**config.mk**
```make
export PLATFORM = sky130hd
export DESIGN_NAME = vga_timing_decoder
export DESIGN_NICKNAME = d
export VERILOG_FILES = /design/src/rtl/vga_timing_decoder_pkg.sv /design/src/rtl/vga_timing_decoder_sync_edge_det.sv /design/src/rtl/vga_timing_decoder.sv
export SDC_FILE = /design/constraint.sdc
export NUM_CORES = 1
export LEC_CHECK = 0
export ABC_AREA = 1
export CORE_MARGIN = 4
export CORE_UTILIZATION = 45
export CTS_BUF_LIST = sky130_fd_sc_hd__clkbuf_8
export DETAILED_ROUTE_END_ITERATION = 16
export GPL_TIMING_DRIVEN = 0
export HOLD_SLACK_MARGIN = 0.12
export PLACE_DENSITY = 0.72
export SKIP_CTS_REPAIR_TIMING = 1
export SYNTH_ARGS = -nofsm -noshare
export SYNTH_HDL_FRONTEND = slang
export SYNTH_SLANG_ARGS = --single-unit
export TNS_END_PERCENT = 30
```
**constraint.sdc**
```tcl
create_clock -name CLOCK_50 -period 2.2 [get_ports CLOCK_50]
set_clock_uncertainty 0.05 [all_clocks]
set_input_delay 0.22 -clock CLOCK_50 [delete_from_list [all_inputs] [get_ports CLOCK_50]]
set_output_delay 0.22 -clock CLOCK_50 [all_outputs]
set_load 0.02 [all_outputs]
```
**src/rtl/vga_timing_decoder_pkg.sv**
```systemverilog
// Shared 640x480@60 timing constants and lock FSM encodings
// for the VGA timing decoder and its companion generator.
package vga_timing_decoder_pkg;

    localparam int H_ACTIVE_DEF = 640;
    localparam int H_FP         = 16;
    localparam int H_SYNC       = 96;
    localparam int H_BP         = 48;
    localparam int H_TOTAL_DEF  = H_SYNC + H_BP + H_ACTIVE_DEF + H_FP;

    localparam int V_ACTIVE_DEF = 480;
    localparam int V_FP         = 10;
    localparam int V_SYNC       = 2;
    localparam int V_BP         = 33;
    localparam int V_TOTAL_DEF  = V_SYNC + V_BP + V_ACTIVE_DEF + V_FP;

    localparam int CW = 10;

    typedef enum logic [1:0] {
        ST_SEARCH  = 2'd0,
        ST_MEASURE = 2'd1,
        ST_LOCKED  = 2'd2
    } lock_state_e;

    function automatic logic [CW-1:0] sat_inc(input logic [CW-1:0] v);
        return (v == {CW{1'b1}}) ? v : v + 1'b1;
    endfunction

endpackage

```
**src/rtl/vga_timing_decoder_sync_edge_det.sv**
```systemverilog
// Registered falling-edge detector for an active-low sync line.
// The history register idles high so a quiet line never reports an edge.
module sync_edge_det (
    input  logic i_clk,
    input  logic i_rst_n,
    input  logic i_en,
    input  logic i_sync,
    output logic o_fall
);

    logic r_q;

    always_ff @(posedge i_clk or negedge i_rst_n) begin
        if (!i_rst_n) begin
            r_q <= 1'b1;
        end else if (i_en) begin
            r_q <= i_sync;
        end
    end

    assign o_fall = i_en & r_q & ~i_sync;

endmodule

```
**src/rtl/vga_timing_decoder.sv**
```systemverilog
// Receive-side VGA timing decoder: rebuilds coordinates, measures
// line/frame geometry, tracks lock and captures a probe pixel.
module vga_timing_decoder
    import vga_timing_decoder_pkg::*;
#(
    parameter int H_TOTAL     = H_TOTAL_DEF,
    parameter int V_TOTAL     = V_TOTAL_DEF,
    parameter int H_ACTIVE    = H_ACTIVE_DEF,
    parameter int V_ACTIVE    = V_ACTIVE_DEF,
    parameter int LOCK_FRAMES = 2
) (
    input  logic        CLOCK_50,
    input  logic        reset,
    input  logic        pix_en,
    input  logic        hs,
    input  logic        vs,
    input  logic        blank_n,
    input  logic [23:0] rgb,
    input  logic [9:0]  probe_x,
    input  logic [9:0]  probe_y,
    input  logic        clear_err,
    output logic [9:0]  x,
    output logic [9:0]  y,
    output logic        de,
    output logic        line_start,
    output logic        frame_start,
    output logic        locked,
    output logic [9:0]  line_len,
    output logic [9:0]  frame_lines,
    output logic        h_err,
    output logic        v_err,
    output logic        a_err,
    output logic [23:0] probe_rgb,
    output logic        probe_valid,
    output logic [7:0]  frame_cnt
);

    localparam logic [9:0] LP_HT   = 10'(H_TOTAL);
    localparam logic [9:0] LP_VT   = 10'(V_TOTAL);
    localparam logic [9:0] LP_HA   = 10'(H_ACTIVE);
    localparam logic [9:0] LP_VA   = 10'(V_ACTIVE);
    localparam logic [7:0] LP_LOCK = 8'(LOCK_FRAMES);

    logic w_hs_fall;
    logic w_vs_fall;

    sync_edge_det u_hs_det (
        .i_clk   (CLOCK_50),
        .i_rst_n (reset),
        .i_en    (pix_en),
        .i_sync  (hs),
        .o_fall  (w_hs_fall)
    );

    sync_edge_det u_vs_det (
        .i_clk   (CLOCK_50),
        .i_rst_n (reset),
        .i_en    (pix_en),
        .i_sync  (vs),
        .o_fall  (w_vs_fall)
    );

    lock_state_e r_state;
    logic [9:0]  r_hcnt;
    logic [9:0]  r_acnt;
    logic [9:0]  r_vcnt;
    logic [9:0]  r_vact;
    logic [7:0]  r_good;
    logic        r_line_bad;
    logic        r_probe_done;

    logic [9:0]  w_line_len;
    logic [9:0]  w_acnt_cur;
    logic [9:0]  w_x_pix;
    logic [9:0]  w_y_ln;
    logic [9:0]  w_y_pix;
    logic [9:0]  w_vcnt_ln;
    logic [9:0]  w_vact_ln;
    logic [7:0]  w_good_inc;
    logic        w_line_act;
    logic        w_line_h_bad;
    logic        w_line_a_bad;
    logic        w_fr_v_bad;
    logic        w_fr_act_bad;
    logic        w_fr_bad;
    logic        w_is_locked;
    logic        w_set_h;
    logic        w_set_v;
    logic        w_set_a;
    logic        w_probe_hit;

    // Line accounting for the line that ends at this HS fall.
    assign w_line_len   = sat_inc(r_hcnt);
    assign w_line_act   = (r_acnt != '0);
    assign w_line_h_bad = (w_line_len != LP_HT);
    assign w_line_a_bad = w_line_act && (r_acnt != LP_HA);

    assign w_acnt_cur = w_hs_fall ? '0 : r_acnt;
    assign w_x_pix    = (w_acnt_cur == '0) ? '0 : sat_inc(x);
    assign w_y_ln     = (w_hs_fall && w_line_act) ? sat_inc(y) : y;
    assign w_y_pix    = w_vs_fall ? '0 : w_y_ln;

    // Frame totals include a line closed by a coincident HS fall.
    assign w_vcnt_ln    = w_hs_fall ? sat_inc(r_vcnt) : r_vcnt;
    assign w_vact_ln    = (w_hs_fall && w_line_act) ? sat_inc(r_vact) : r_vact;
    assign w_fr_v_bad   = (w_vcnt_ln != LP_VT);
    assign w_fr_act_bad = (w_vact_ln != LP_VA);
    assign w_fr_bad     = r_line_bad | w_fr_v_bad | w_fr_act_bad |
                          (w_hs_fall & (w_line_h_bad | w_line_a_bad));

    assign w_is_locked = (r_state == ST_LOCKED);
    assign w_set_h     = w_is_locked & w_hs_fall & w_line_h_bad;
    assign w_set_v     = w_is_locked & w_vs_fall & w_fr_v_bad;
    assign w_set_a     = w_is_locked &
                         ((w_hs_fall & w_line_a_bad) | (w_vs_fall & w_fr_act_bad));
    assign w_good_inc  = r_good + 8'd1;

    assign w_probe_hit = pix_en & blank_n & (w_vs_fall | ~r_probe_done) &
                         (w_x_pix == probe_x) & (w_y_pix == probe_y);

    always_ff @(posedge CLOCK_50 or negedge reset) begin
        if (!reset) begin
            r_hcnt       <= '0;
            r_acnt       <= '0;
            r_vcnt       <= '0;
            r_vact       <= '0;
            r_line_bad   <= 1'b0;
            r_probe_done <= 1'b0;
            x            <= '0;
            y            <= '0;
            de           <= 1'b0;
            line_start   <= 1'b0;
            frame_start  <= 1'b0;
            line_len     <= '0;
            frame_lines  <= '0;
            probe_rgb    <= '0;
            probe_valid  <= 1'b0;
            frame_cnt    <= '0;
        end else begin
            line_start  <= w_hs_fall;
            frame_start <= w_vs_fall;
            probe_valid <= w_probe_hit;
            if (pix_en) begin
                de <= blank_n;
                if (w_hs_fall) begin
                    r_hcnt   <= '0;
                    r_acnt   <= {9'd0, blank_n};
                    line_len <= w_line_len;
                end else begin
                    r_hcnt <= sat_inc(r_hcnt);
                    if (blank_n) begin
                        r_acnt <= sat_inc(r_acnt);
                    end
                end
                if (blank_n || w_hs_fall) begin
                    x <= w_x_pix;
                end
                y <= w_y_pix;
                if (w_vs_fall) begin
                    r_vcnt      <= '0;
                    r_vact      <= '0;
                    r_line_bad  <= 1'b0;
                    frame_lines <= w_vcnt_ln;
                    frame_cnt   <= frame_cnt + 8'd1;
                end else begin
                    r_vcnt     <= w_vcnt_ln;
                    r_vact     <= w_vact_ln;
                    r_line_bad <= r_line_bad |
                                  (w_hs_fall & (w_line_h_bad | w_line_a_bad));
                end
                if (w_probe_hit) begin
                    probe_rgb    <= rgb;
                    r_probe_done <= 1'b1;
                end else if (w_vs_fall) begin
                    r_probe_done <= 1'b0;
                end
            end
        end
    end

    always_ff @(posedge CLOCK_50 or negedge reset) begin
        if (!reset) begin
            r_state <= ST_SEARCH;
            r_good  <= '0;
            locked  <= 1'b0;
            h_err   <= 1'b0;
            v_err   <= 1'b0;
            a_err   <= 1'b0;
        end else if (pix_en) begin
            if (w_set_h)        h_err <= 1'b1;
            else if (clear_err) h_err <= 1'b0;
            if (w_set_v)        v_err <= 1'b1;
            else if (clear_err) v_err <= 1'b0;
            if (w_set_a)        a_err <= 1'b1;
            else if (clear_err) a_err <= 1'b0;
            unique case (r_state)
                ST_SEARCH: begin
                    if (w_vs_fall) begin
                        r_state <= ST_MEASURE;
                        r_good  <= '0;
                    end
                end
                ST_MEASURE: begin
                    if (w_vs_fall) begin
                        if (w_fr_bad) begin
                            r_good <= '0;
                        end else if (w_good_inc >= LP_LOCK) begin
                            r_good  <= '0;
                            r_state <= ST_LOCKED;
                            locked  <= 1'b1;
                        end else begin
                            r_good <= w_good_inc;
                        end
                    end
                end
                ST_LOCKED: begin
                    if (w_set_h || w_set_v || w_set_a) begin
                        r_state <= ST_SEARCH;
                        locked  <= 1'b0;
                    end
                end
                default: begin
                    r_state <= ST_SEARCH;
                    locked  <= 1'b0;
                end
            endcase
        end
    end

endmodule
```
==> metrics, run 1 <==
status complete, but fails checks; failing checks setup timing; ANT nets after route 0; global placement routability congestion 0.8827; crit path launch type register; DP HPWL 13970 microns; pwr/cell area between 800 and 900 nW/um^2; syn_nets about 1100; RR Startpoint y[0]; slew margin rel. about half; CP Buf/Inv Count 3; setup total negative slack -14810 ps; Crit-path slowest cell dfrtp_2; Post-Syn Area per Cell 7.390 sq um; reg2reg end probe_rgb[16]; clock latency on the worst-skew pair 460 ps; largest net degree at the start of global routing 95; fin. max-slew vios 0; Syn-to-layout area delta 33.93%; Starting Density 45.84%; Final nets 1259; crit path cell chain ha_4 -> nand3_1 -> inv_1 -> nand4_1 -> buf_4 -> nand3_1 -> nand3_2 -> xnor2_2 -> nor2_1 -> nand2_1 -> nor2_4 -> nand3_4 -> buf_6 -> nand2_1 -> nand2_1; FP Rows 47; sequential cell area fraction in the yosys report 44.30%; register bit total from synthesis 134; drt via density 5.029; Design Area, Final 10140 sq um; min-delay worst type in2reg; crit end category register; TritonCTS Buffers 17; drt pass-1 iters 5; crit share post-route 116.5%; placement-stage cell area 9239 sq um; most used cell, CP nand2_1; vias in the first global route about 6600; CTS tree yes; share of cells above drive strength 1 between 10% and 20%; internal reg-to-reg setup slack -360 ps; antenna diode count 0; worst vdd ir 588.9 uV; most frequent cells in the layout 305 x nand2_1, 128 x clkdlybuf4s50_1, 124 x dfrtp_1, 119 x inv_1, 102 x nor2_1; Clock Sink Count ~130; H-tree Lvls 4; Die Ht 137.7 microns; wirelength, routed around 19000 microns; Top Ports ~130; final core utilization about 61%; critical path data required time 2500 ps; Min-Delay Path Depth 4; Die Footprint 18970 sq um; Core ar. around 17000 sq um; final setup fails 53; Clock transition at path regs 80 ps; top cell type's share of synthesized area 43.61%; Worst Min Path Start pix_en; most common cell after layout, fill and taps aside nand2_1; CP Launch Point y[0]; async set-reset flop share out of synthesis 100.0%; Hold Path End r_hcnt[2]; final hold vios 0; Clock Tree Buf Depth 2; slowest stage delay, CP roughly 400 ps; initial drt markers 437; Placed Cells incl. Taps roughly 1400; Post-Synthesis Cells 1025; total of max-cap violations 0; R2R cell count 15; area leader, netlist dfrtp_1; fmax 0.3903 GHz; port bufs 129; Critical Path AT 2860 ps; fin crit period 2562 ps; top fanout value on the critical path 10; cell family contributing the most delay on the critical path simple AND/OR/NAND/NOR gates; Slew @ Worst Pin around 770 ps; Crit Path Class reg2reg; dominant cells by area after synthesis dfrtp_1 44%, nand2_1 15%, nand3_1 5.9%, inv_1 5.9%, nor2_1 5.5%; Post-synth EDFFs 0; initial antenna violation count 0; leakage power 4.810 nW; gr ovfl total 0; first-pass GRT wire length 30830 microns; RSZ-0062 raised after global routing yes; cell area after synthesis about 7600 sq um; Final WS setup -362.2 ps; root buf cell clkbuf_8; Yosys cell types 50; non-filler cells, final approximately 1400; via count roughly 7000; DRC 0; DIE WIDTH approximately 140 microns; total track usage around 20%; average routed wire per standard cell 13.60 microns; yosys warns 0; ys flop type dfrtp_1
## Yosys cell counts, types with 2 or more instances
| master | instances |
|---|---|
| nand2_1 | 311 |
| dfrtp_1 | 132 |
| inv_1 | 119 |
| nor2_1 | 110 |
| nand3_1 | 90 |
| nand4_1 | 46 |
| o21ai_0 | 45 |
| nor3_1 | 18 |
| xnor2_1 | 15 |
| xor2_1 | 15 |
| a21oi_1 | 14 |
| clkbuf_1 | 11 |
| ha_1 | 10 |
| buf_2 | 9 |
| o22ai_1 | 9 |
| nand3b_1 | 6 |
| o21ai_1 | 6 |
| buf_6 | 4 |
| inv_2 | 4 |
| nor2_2 | 4 |
| or2_2 | 4 |
| nor2_4 | 3 |
| nor4_1 | 3 |
| o21bai_1 | 3 |
| or2_1 | 3 |
| a31oi_1 | 2 |
| buf_1 | 2 |
| dfstp_2 | 2 |
| nand2_2 | 2 |
| nor2_8 | 2 |
| o211ai_1 | 2 |
## sequential cells by signal (all words and copies together) (netlist names), 2 cells and up
register	flops
r_acnt	10
r_vcnt	10
frame_lines	10
r_good	8
y	10
probe_rgb	24
r_hcnt	10
line_len	10
r_state	2
x	10
frame_cnt	8
r_vact	10
## report_power, final
group | total, mW | switching (mW) | internal, mW
Combinational | 2.81 | 1.60 | 1.21
Clock | 2.51 | 0.989 | 1.52
Sequential | 3.25 | 0.411 | 2.84
## worst max path at each step
stage,to,cells after the start
after floorplan,probe_rgb[10],16
after global placement,y[1],1
after detailed placement,probe_rgb[17],13
after CTS,probe_rgb[16],14
after global routing,probe_rgb[16],18
final,probe_rgb[16],15
## metal layers
metal  up-vias  track usage (%)  routed length [microns]
met1      3331            27.03                     8717
met4         0            6.202                      363
met3        24            6.026                     1357
met5         -                0                        0
li1       3663                -                        -
met2       178            32.29                     9022
## worst min-delay path: stages
cell and delay (ps):
buf_4 150, inv_1 90, nand2_1 60, o21ai_0 60
## kinds of logic after synthesis
group	share of synthesized area [%]
buffers and inverters	8.160
xor gates and xnor gates	3.469
AOI/OAI and AO/OA	6.789
DFF	44.30
adders and majority gates	1.652
and+or+nand+nor	35.63
## per-stage QoR
stage / power, mW / hold WS, ps / setup slack [ps]
after floorplan: 4.854 / -125.6 / -81.32
after global placement: 5.820 / 403.1 / -5151
after detailed placement: 5.878 / 111.0 / -865.2
after CTS: 8.402 / -377.0 / -599.7
after global routing: 9.095 / 135.0 / -552.0
final: 8.573 / 117.1 / -362.2
## final cells by class
| type | count | area [sq um] |
|---|---|---|
| Clock buffer | 19 | 261.5 |
| Buffer | 27 | 170.2 |
| Sequential cell | 134 | 3366 |
| Multi-Input combinational cell | 739 | 3840 |
| Inverter | 125 | 474.2 |
| Clock inverter | 13 | 229.0 |
| Fill cell | 1478 | 6380 |
| Tap cell | 220 | 275.3 |
| Timing Repair Buffer | 154 | 1529 |
Power figures use the tool's default switching activity.
==> run 2: changes to the inputs <==
Settings changed: CTS_BUF_LIST sky130_fd_sc_hd__clkbuf_8 to sky130_fd_sc_hd__clkbuf_4.
==> metrics, run 2 (synthesis gave the netlist of run 1 again) <==
status complete, but fails checks; failing checks setup timing; DIE WIDTH 137.7 microns (unchanged); Slew @ Worst Pin 755.8 ps (-15.32 ps); Clock Sink Count 134 (unchanged); H-tree Lvls 4 (unchanged); crit path launch type input port; final hold vios 0 (unchanged); Biggest register probe_rgb; CTS tree yes; critical path data required time 2570 ps (+70 ps); reg2reg end probe_rgb[23]; FP Rows 47 (unchanged); fmax 0.3768 GHz (-3.5%); internal reg-to-reg setup slack -410 ps (-50 ps); Final nets 1296 (+2.9%); port bufs 129 (unchanged); Hold WS 171.3 ps (+54.20 ps); most common cell after layout, fill and taps aside nand2_1; Die Ht 137.7 microns (unchanged); Starting Density 45.84% (unchanged); initial drt markers 530 (+21%); Die Footprint 18970 sq um (unchanged); Top Ports 131 (unchanged); pre-CTS WS -865.2 ps (unchanged); fin. max-slew vios 0 (unchanged); first-pass GRT wire length 30730 microns (-0.34%); total track usage 20.24% (-0.13 points); crit share post-route 120.6% (+4.2 points); pwr/cell area 799.5 nW/um^2 (-5.4%); Clock transition at path regs 120 ps (+40 ps); final setup fails 53 (unchanged); number of flip-flops in the largest register 24 (unchanged); Min-Delay Path Depth 3 (-1); root buf cell clkbuf_4; vias in the first global route 6508 (-1.0%); global placement routability congestion 0.8827 (unchanged); DRC 0 (unchanged); R2R cell count 14 (-1); most frequent cells in the layout 280 x nand2_1, 128 x clkdlybuf4s50_1, 117 x dfrtp_1, 116 x inv_1, 92 x nor2_1; Design Area, Final 10620 sq um (+4.7%); DP HPWL 13970 microns (unchanged); slew margin rel. 49.28% (+1.0 points); fin crit period 2654 ps (+91.80 ps); Crit Path Class in2reg; share of cells above drive strength 1 19.07% (+7.3 points); Core ar. 16520 sq um (unchanged); largest net degree at the start of global routing 95 (unchanged); Final WS setup -454.0 ps (-91.80 ps); crit end category register; min-delay worst type in2reg; RR Startpoint y[7]; TritonCTS Buffers 17 (unchanged); top fanout value on the critical path 10 (unchanged); via count 7484 (+4.0%); initial antenna violation count 0 (unchanged); antenna diode count 0 (unchanged); Hold Path End probe_rgb[9]; wirelength, routed 20440 microns (+5.0%); total of max-cap violations 0 (unchanged); drt pass-1 iters 6 (+1); gr ovfl total 0 (unchanged); ANT nets after route 0 (unchanged); Critical Path AT 3030 ps (+170 ps); fillcell total 1404 (-5.0%); placement-stage cell area 9239 sq um (unchanged); worst vdd ir 550.3 uV (-6.6%); Syn-to-layout area delta 40.21%; leakage power 5.000 nW (+3.9%); RSZ-0062 raised after global routing yes; Clock Tree Buf Depth 2 (unchanged); average routed wire per standard cell 13.92 microns (+2.4%); drt via density 5.098 (+1.4%); clock latency on the worst-skew pair 540 ps (+80 ps); Worst Min Path Start rgb[9]
run 2: metrics by stage:
step                cells  utilization (%)  power [mW]  TNS [ps]
floorplan            1025                -       4.854     -1635
global placement     1374            55.74       5.820   -657370
detailed placement   1375            55.91       5.878    -41770
CTS                  1407            58.16       7.974    -19340
global route         1468            64.27       9.006    -21110
finish               1468            64.27       8.491    -15430
run 2: worst max path at each step:
stage,startpoint,endpoint
finish,pix_en,probe_rgb[23]
floorplan,x[0],probe_rgb[10]
CTS,r_acnt[5],probe_rgb[16]
global placement,reset,y[1]
detailed placement,hs,probe_rgb[17]
global route,r_acnt[1],r_state[1]
run 2: power breakdown:
group / internal (mW) / total [mW] / switching [mW]
Sequential: 2.84 / 3.28 / 0.435
Clock: 1.15 / 2.08 / 0.927
Combinational: 1.40 / 3.13 / 1.73
Total: 5.40 / 8.49 / 3.09
run 2: critical path, stage by stage:
cell and delay [ps]:
buf_4 140, dlygate4sd3_1 690, inv_1 130, nor2_1 170
nand2_2 160, buf_4 230, clkbuf_4 230, o2111ai_1 190
nand2_2 130, nor2_4 240, nand3_4 170, buf_8 180
nand2_2 50, nand2_1 60
run 2: metal layers:
metal / track usage (%) / part of all wire (%) / vias up
met4: 4.501 / 1.8 / 0
met3: 6.684 / 7.1 / 40
li1: - / - / 3743
met5: 0 / 0 / -
met1: 27.20 / 45 / 3473
met2: 32.00 / 47 / 228
run 2: cell type report:
| class | count | area [sq um] | area share, % |
|---|---|---|---|
| plain buffers | 27 | 182.7 | 1.720 |
| clock buffers | 19 | 142.6 | 1.343 |
| clock inverters | 13 | 229.0 | 2.156 |
| inverters | 125 | 483.0 | 4.548 |
| multi-input cells | 739 | 4090 | 38.51 |
| flip-flops and latches | 134 | 3374 | 31.77 |
| well taps | 220 | 275.3 | 2.592 |
| repair buffers | 191 | 1843 | 17.35 |
